**config.mk**
```make
export PLATFORM = sky130hd
export DESIGN_NAME = cla_divider4_flat
export DESIGN_NICKNAME = d
export VERILOG_FILES = /design/src/rtl/arith_pkg.sv /design/src/rtl/cla_divider4_if.sv /design/src/rtl/cla_addsub.sv /design/src/rtl/cla_divider4.sv /design/src/flat_wrapper.sv
export SDC_FILE = /design/constraint.sdc
export NUM_CORES = 1
export LEC_CHECK = 0
export CORE_ASPECT_RATIO = 0.75
export CORE_MARGIN = 4
export CORE_UTILIZATION = 39
export DETAILED_ROUTE_END_ITERATION = 10
export PLACE_DENSITY = 0.65
export SLEW_MARGIN = 40
export SYNTH_ARGS = -nofsm -noshare
export SYNTH_HDL_FRONTEND = slang
export SYNTH_HIERARCHICAL = 1
export SYNTH_SLANG_ARGS = --single-unit
```
**constraint.sdc**
```tcl
create_clock -name clk -period 2.45 [get_ports clk]
set_input_delay 0.3675 -clock clk [delete_from_list [all_inputs] [get_ports clk]]
set_output_delay 0.3675 -clock clk [all_outputs]
set_load 0.005 [all_outputs]
```
**src/rtl/arith_pkg.sv**
```systemverilog
// Shared arithmetic-unit definitions: divider state encoding, default operand
// width and the iteration-counter sizing helper.
package arith_pkg;

   typedef enum logic [1:0] {
      ST_IDLE = 2'b00,
      ST_RUN  = 2'b01,
      ST_DONE = 2'b10
   } div_state_t;

   localparam int DIV_DEFAULT_WIDTH = 4;

   function automatic int clog2(input int value);
      int result;
      int v;
      result = 0;
      v = value - 1;
      while (v > 0) begin
         result = result + 1;
         v = v >> 1;
      end
      return result;
   endfunction

   // Counter holds WIDTH-1 down to 0; never let it collapse to zero bits.
   function automatic int cnt_width(input int width);
      int w;
      w = clog2(width);
      return (w < 1) ? 1 : w;
   endfunction

endpackage

```
**src/rtl/cla_divider4_if.sv**
```systemverilog
// Start/done handshake and operand/result bus between the sequencer and
// the divider.
interface cla_divider4_if
   import arith_pkg::*;
#(
   parameter int WIDTH = DIV_DEFAULT_WIDTH
);
   logic             start;
   logic [WIDTH-1:0] dividend;
   logic [WIDTH-1:0] divisor;
   logic             busy;
   logic             done;
   logic [WIDTH-1:0] quotient;
   logic [WIDTH-1:0] remainder;
   logic             div_by_zero;

   modport master (
      output start, dividend, divisor,
      input  busy, done, quotient, remainder, div_by_zero
   );

   modport slave (
      input  start, dividend, divisor,
      output busy, done, quotient, remainder, div_by_zero
   );
endinterface

```
**src/rtl/cla_addsub.sv**
```systemverilog
// N-bit carry-lookahead adder/subtractor: per-bit PFA cells feeding 4-bit
// lookahead carry groups, groups chained through their carry-out.
module cla_pfa (
   input  logic a,
   input  logic b,
   input  logic c,
   output logic p,
   output logic g,
   output logic s
);
   assign p = a ^ b;
   assign g = a & b;
   assign s = p ^ c;
endmodule

module cla_addsub #(
   parameter int N = 5
) (
   input  logic [N-1:0] a,
   input  logic [N-1:0] b,
   input  logic         sub,
   output logic [N-1:0] sum,
   output logic         cout
);
   localparam int NG = (N + 3) / 4;
   localparam int NP = NG * 4;

   logic [N-1:0]  b_eff;
   logic [NP-1:0] p;
   logic [NP-1:0] g;
   logic [NP:0]   c;
   logic          unused_carry;

   assign b_eff = b ^ {N{sub}};
   assign c[0]  = sub;

   genvar gi;
   generate
      for (gi = 0; gi < NP; gi++) begin : g_bit
         if (gi < N) begin : g_live
            cla_pfa u_pfa (
               .a (a[gi]),
               .b (b_eff[gi]),
               .c (c[gi]),
               .p (p[gi]),
               .g (g[gi]),
               .s (sum[gi])
            );
         end else begin : g_pad
            // Padding bits neither generate nor propagate.
            assign p[gi] = 1'b0;
            assign g[gi] = 1'b0;
         end
      end

      for (gi = 0; gi < NG; gi++) begin : g_grp
         logic [3:0] gp;
         logic [3:0] gg;
         logic       cin;

         assign gp  = p[4*gi +: 4];
         assign gg  = g[4*gi +: 4];
         assign cin = c[4*gi];

         assign c[4*gi+1] = gg[0] | (gp[0] & cin);
         assign c[4*gi+2] = gg[1] | (gp[1] & gg[0]) | (gp[1] & gp[0] & cin);
         assign c[4*gi+3] = gg[2] | (gp[2] & gg[1]) | (gp[2] & gp[1] & gg[0])
                          | (&gp[2:0] & cin);
         assign c[4*gi+4] = gg[3] | (gp[3] & gg[2]) | (gp[3] & gp[2] & gg[1])
                          | (gp[3] & gp[2] & gp[1] & gg[0]) | (&gp & cin);
      end
   endgenerate

   assign cout         = c[N];
   assign unused_carry = ^c[NP:N];
endmodule

```
**src/rtl/cla_divider4.sv**
```systemverilog
// Sequential restoring divider: one quotient bit per clock, trial subtraction
// through the CLA add/sub datapath, start/done handshake on the slave bus.
module cla_divider4
   import arith_pkg::*;
#(
   parameter int WIDTH = DIV_DEFAULT_WIDTH
) (
   input  logic           clk,
   input  logic           rst_n,
   cla_divider4_if.slave  bus
);
   localparam int             CW       = cnt_width(WIDTH);
   localparam logic [CW-1:0]  CNT_LAST = CW'(WIDTH - 1);

   div_state_t       state_reg;
   div_state_t       state_next;

   logic [WIDTH:0]   r_reg;
   logic [WIDTH:0]   r_next;
   logic [WIDTH-1:0] q_reg;
   logic [WIDTH-1:0] q_next;
   logic [WIDTH-1:0] d_reg;
   logic [CW-1:0]    cnt_reg;
   logic [WIDTH-1:0] quotient_reg;
   logic [WIDTH-1:0] remainder_reg;
   logic             dbz_reg;

   logic             accept;
   logic             zero_div;
   logic             last_iter;
   logic [WIDTH:0]   r_shift;
   logic [WIDTH:0]   diff;
   logic             no_borrow;
   logic             unused_r_msb;

   assign accept    = bus.start && ((state_reg == ST_IDLE) || (state_reg == ST_DONE));
   assign zero_div  = (bus.divisor == '0);
   assign last_iter = (cnt_reg == '0);

   // R stays below D, so its MSB is always clear and drops out of the shift.
   assign r_shift      = {r_reg[WIDTH-1:0], q_reg[WIDTH-1]};
   assign unused_r_msb = r_reg[WIDTH];

   cla_addsub #(
      .N (WIDTH + 1)
   ) u_sub (
      .a    (r_shift),
      .b    ({1'b0, d_reg}),
      .sub  (1'b1),
      .sum  (diff),
      .cout (no_borrow)
   );

   always_comb begin
      r_next = no_borrow ? diff : r_shift;
      q_next = {q_reg[WIDTH-2:0], no_borrow};
   end

   always_comb begin
      state_next = state_reg;
      bus.busy   = 1'b0;
      bus.done   = 1'b0;
      case (state_reg)
         ST_IDLE: begin
            if (accept) begin
               state_next = zero_div ? ST_DONE : ST_RUN;
            end
         end
         ST_RUN: begin
            bus.busy = 1'b1;
            if (last_iter) begin
               state_next = ST_DONE;
            end
         end
         ST_DONE: begin
            bus.done = 1'b1;
            if (accept) begin
               state_next = zero_div ? ST_DONE : ST_RUN;
            end else begin
               state_next = ST_IDLE;
            end
         end
         default: begin
            state_next = ST_IDLE;
         end
      endcase
   end

   always_ff @(posedge clk or negedge rst_n) begin
      if (!rst_n) begin
         state_reg     <= ST_IDLE;
         r_reg         <= '0;
         q_reg         <= '0;
         d_reg         <= '0;
         cnt_reg       <= '0;
         quotient_reg  <= '0;
         remainder_reg <= '0;
         dbz_reg       <= 1'b0;
      end else begin
         state_reg <= state_next;
         if (accept) begin
            d_reg   <= bus.divisor;
            r_reg   <= '0;
            q_reg   <= bus.dividend;
            cnt_reg <= CNT_LAST;
            dbz_reg <= zero_div;
            if (zero_div) begin
               quotient_reg  <= '1;
               remainder_reg <= bus.dividend;
            end
         end else if (state_reg == ST_RUN) begin
            r_reg <= r_next;
            q_reg <= q_next;
            if (last_iter) begin
               quotient_reg  <= q_next;
               remainder_reg <= r_next[WIDTH-1:0];
            end else begin
               cnt_reg <= cnt_reg - CW'(1);
            end
         end
      end
   end

   assign bus.quotient    = quotient_reg;
   assign bus.remainder   = remainder_reg;
   assign bus.div_by_zero = dbz_reg;
endmodule

```
**src/flat_wrapper.sv**
```systemverilog
// flat-port wrapper written by rule: the top's interface ports become plain ports
module cla_divider4_flat import arith_pkg::*;
#(
   parameter int WIDTH = DIV_DEFAULT_WIDTH
)
  (clk, rst_n, bus_start, bus_dividend, bus_divisor, bus_busy, bus_done, bus_quotient, bus_remainder, bus_div_by_zero);
  cla_divider4_if #(.WIDTH(WIDTH)) bus_i ();
  input  logic clk;
  input  logic rst_n;
  input wire logic [$bits(bus_i.start)-1:0] bus_start;
  input wire logic [$bits(bus_i.dividend)-1:0] bus_dividend;
  input wire logic [$bits(bus_i.divisor)-1:0] bus_divisor;
  output wire logic [$bits(bus_i.busy)-1:0] bus_busy;
  output wire logic [$bits(bus_i.done)-1:0] bus_done;
  output wire logic [$bits(bus_i.quotient)-1:0] bus_quotient;
  output wire logic [$bits(bus_i.remainder)-1:0] bus_remainder;
  output wire logic [$bits(bus_i.div_by_zero)-1:0] bus_div_by_zero;
  assign bus_i.start = bus_start;
  assign bus_i.dividend = bus_dividend;
  assign bus_i.divisor = bus_divisor;
  assign bus_busy = bus_i.busy;
  assign bus_done = bus_i.done;
  assign bus_quotient = bus_i.quotient;
  assign bus_remainder = bus_i.remainder;
  assign bus_div_by_zero = bus_i.div_by_zero;
  cla_divider4 #(.WIDTH(WIDTH)) u_core (.clk(clk), .rst_n(rst_n), .bus(bus_i));
endmodule
```
==> summary.txt, run 1 <==
Global routing
  – Vias in the first global route: 1023
  – Initial antenna violation count: 0
  – Gr usage total: 0.140
  – Largest net degree at the start of global routing: 26
  – Met2 Use GR: 0.207
  – GRT busiest layer: met2
  – Met3 usage: 0.0497
  – First-pass GRT wire length: 5050 um
  – GRT Residual Overflow: 0
  – Met1 usage: 0.200

Logic synthesis
  – Mean Syn Cell Area: 10.1 sq um
  – Cells after Synth: 141
  – Post-Syn Area: 0.00142 sq mm
  – Synthesis Warnings: 6

Drt
  – Vias per cell: 4.96
  – Detailed Route Iter0 Violations: 23
  – Length of the first detailed-routing pass in iterations: 4
  – Routed wire length: 2940 um
  – Vias: 1041
  – WL per Instance: 14.0 um
  – Antenna viol nets, final: 0
  – Drc violations: 0

Timing
  – Worst slew pin tran: 0.627 ns
  – Fin. max-slew vios: 0
  – Fin crit share: 0.920
  – TNS Setup: 0 ns
  – Final setup margin: 0.197 ns
  – Hold_ws: 0.443 ns
  – Max Freq: 444 MHz
  – Unrepaired setup endpoints after global routing: no
  – Period minus WS final: 2.25 ns
  – Max Clock Skew: 0.00863 ns
  – Setup-failing EPs final: 0
  – Max-slew headroom: 0.582
  – Fin. Hold Viols: 0

Critical path
  – CP Class: reg2reg
  – Critical Path Sink Type: flop
  – Worst setup SP type: flop
  – Reg2Reg Depth: 8
  – Reg-to-Reg End: u_core/bus.remainder[1]
  – CP startpoint: u_core/d_reg[0]
  – Worst R2R Start: u_core/d_reg[0]
  – Critical path fanouts, max: 6
  – Arrival time worst endpoint: 2.43 ns
  – Worst Path Required: 2.62 ns
  – R2R Setup Slk: 0.20 ns

Power and ir drop
  – Final Power: 2350 uW
  – Static Leak: 0.000762 uW
  – Max VDD drop: 0.585 mV
  – Pwr Density: 1390 mW/mm^2

Layout
  – Antenna Cells: 0
  – Area delta synth->final: 19.8%
  – Final core utilization: 0.499
  – Layout cells sized above 1: 0.125
  – Layout net count: 178
  – Most frequent cells in the layout: dfrtp_1 (25), clkdlybuf4s50_1 (21), nand2_1 (20), nor2_1 (9), xor2_1 (9)
  – Commonest non-fill, non-tap cell in the layout: dfrtp_1

Clock network
  – Clock tree buffer depth: 2
  – H-tree Lvls: 1
  – Hold_buf cts: 0
  – Skew-Pair Late Insertion Delay: 0.28 ns
  – Sink Count: 25
  – Post-CTS Resized: 0
  – Root Buffer: clkbuf_8
  – CTS clk-pin slew, worst paths: 0.10 ns
  – CTS tree: yes
  – Num CTS Buffers: 3
  – Post-CTS Setup Repair Bufs: 0

Floorplanning
  – Die height: 60.2 um
  – Row cnt: 18
  – Core area: 0.00340 sq mm
  – Die width: 77.6 um
  – Die area: 0.00467 sq mm
  – Io pins: 22
  – Starting density of the core: 0.417

Min path
  – HP Class: in2async

Placement
  – Dpl hpwl: 2240 um
  – Port buffer count: 21
  – Gpl congestion: 0.806
  – Place WS: 0.183 ns

Job
  – Max-cap viol count: 0

Status
  – Status: completed
[worst max path at each step]
stage	cells after the start	to	slack, ns
after floorplan	9	u_core/bus.remainder[0]	0.38
after global placement	8	u_core/bus.remainder[1]	0.27
after detailed placement	8	u_core/bus.remainder[1]	0.18
after CTS	8	u_core/bus.remainder[1]	0.17
after global routing	8	u_core/bus.remainder[1]	0.07
final	8	u_core/bus.remainder[1]	0.20
[cell type report]
type,count,area [sq um]
multi-input cells,104,716
inverters,3,11.3
well taps,50,62.6
fillers,318,1700
repair buffers,24,233
flip-flops and latches,25,626
clock inverters,1,8.76
clock buffers,3,41.3
[worst max-delay path, cell delays in order (launching register included)]
cell and delay, ns:
dfrtp_1 0.37, xor2_1 0.08, ha_1 0.33, a211o_1 0.16, o211ai_2 0.11, a21oi_2 0.35
mux2i_1 0.34, a21oi_1 0.12, mux2_4 0.28
[routing by layer]
metal,share of wire,up-vias
met4,0.0027,0
met1,0.52,489
met3,0.059,2
met5,0,-
met2,0.42,28
li1,-,522
[through the flow]
| step | cells | instance area [sq um] |
|---|---|---|
| 2_1_floorplan | 142 | 1420 |
| 3_3_place_gp | 206 | 1650 |
| 3_5_place_dp | 206 | 1650 |
| 4_1_cts | 210 | 1700 |
| 5_1_grt | 210 | 1700 |
| 6_report | 210 | 1700 |
[report_power, final]
group,switching (uW),internal [uW]
clock,143,119
sequential,151,615
combinational,653,673
total,947,1410
(Power assumes the default switching activity.)
==> run 2, diff against run 1 <==
Settings changed: SLEW_MARGIN 40 to 30.
==> results of run 2 <==
No change in the layout: final DEF, timing and power equal those of run 1.
==> run 3, diff against run 2 <==
Settings changed: GPL_ROUTABILITY_DRIVEN from default to 0.
==> results of run 3 <==
No change in the layout: final DEF, timing and power equal those of run 1.
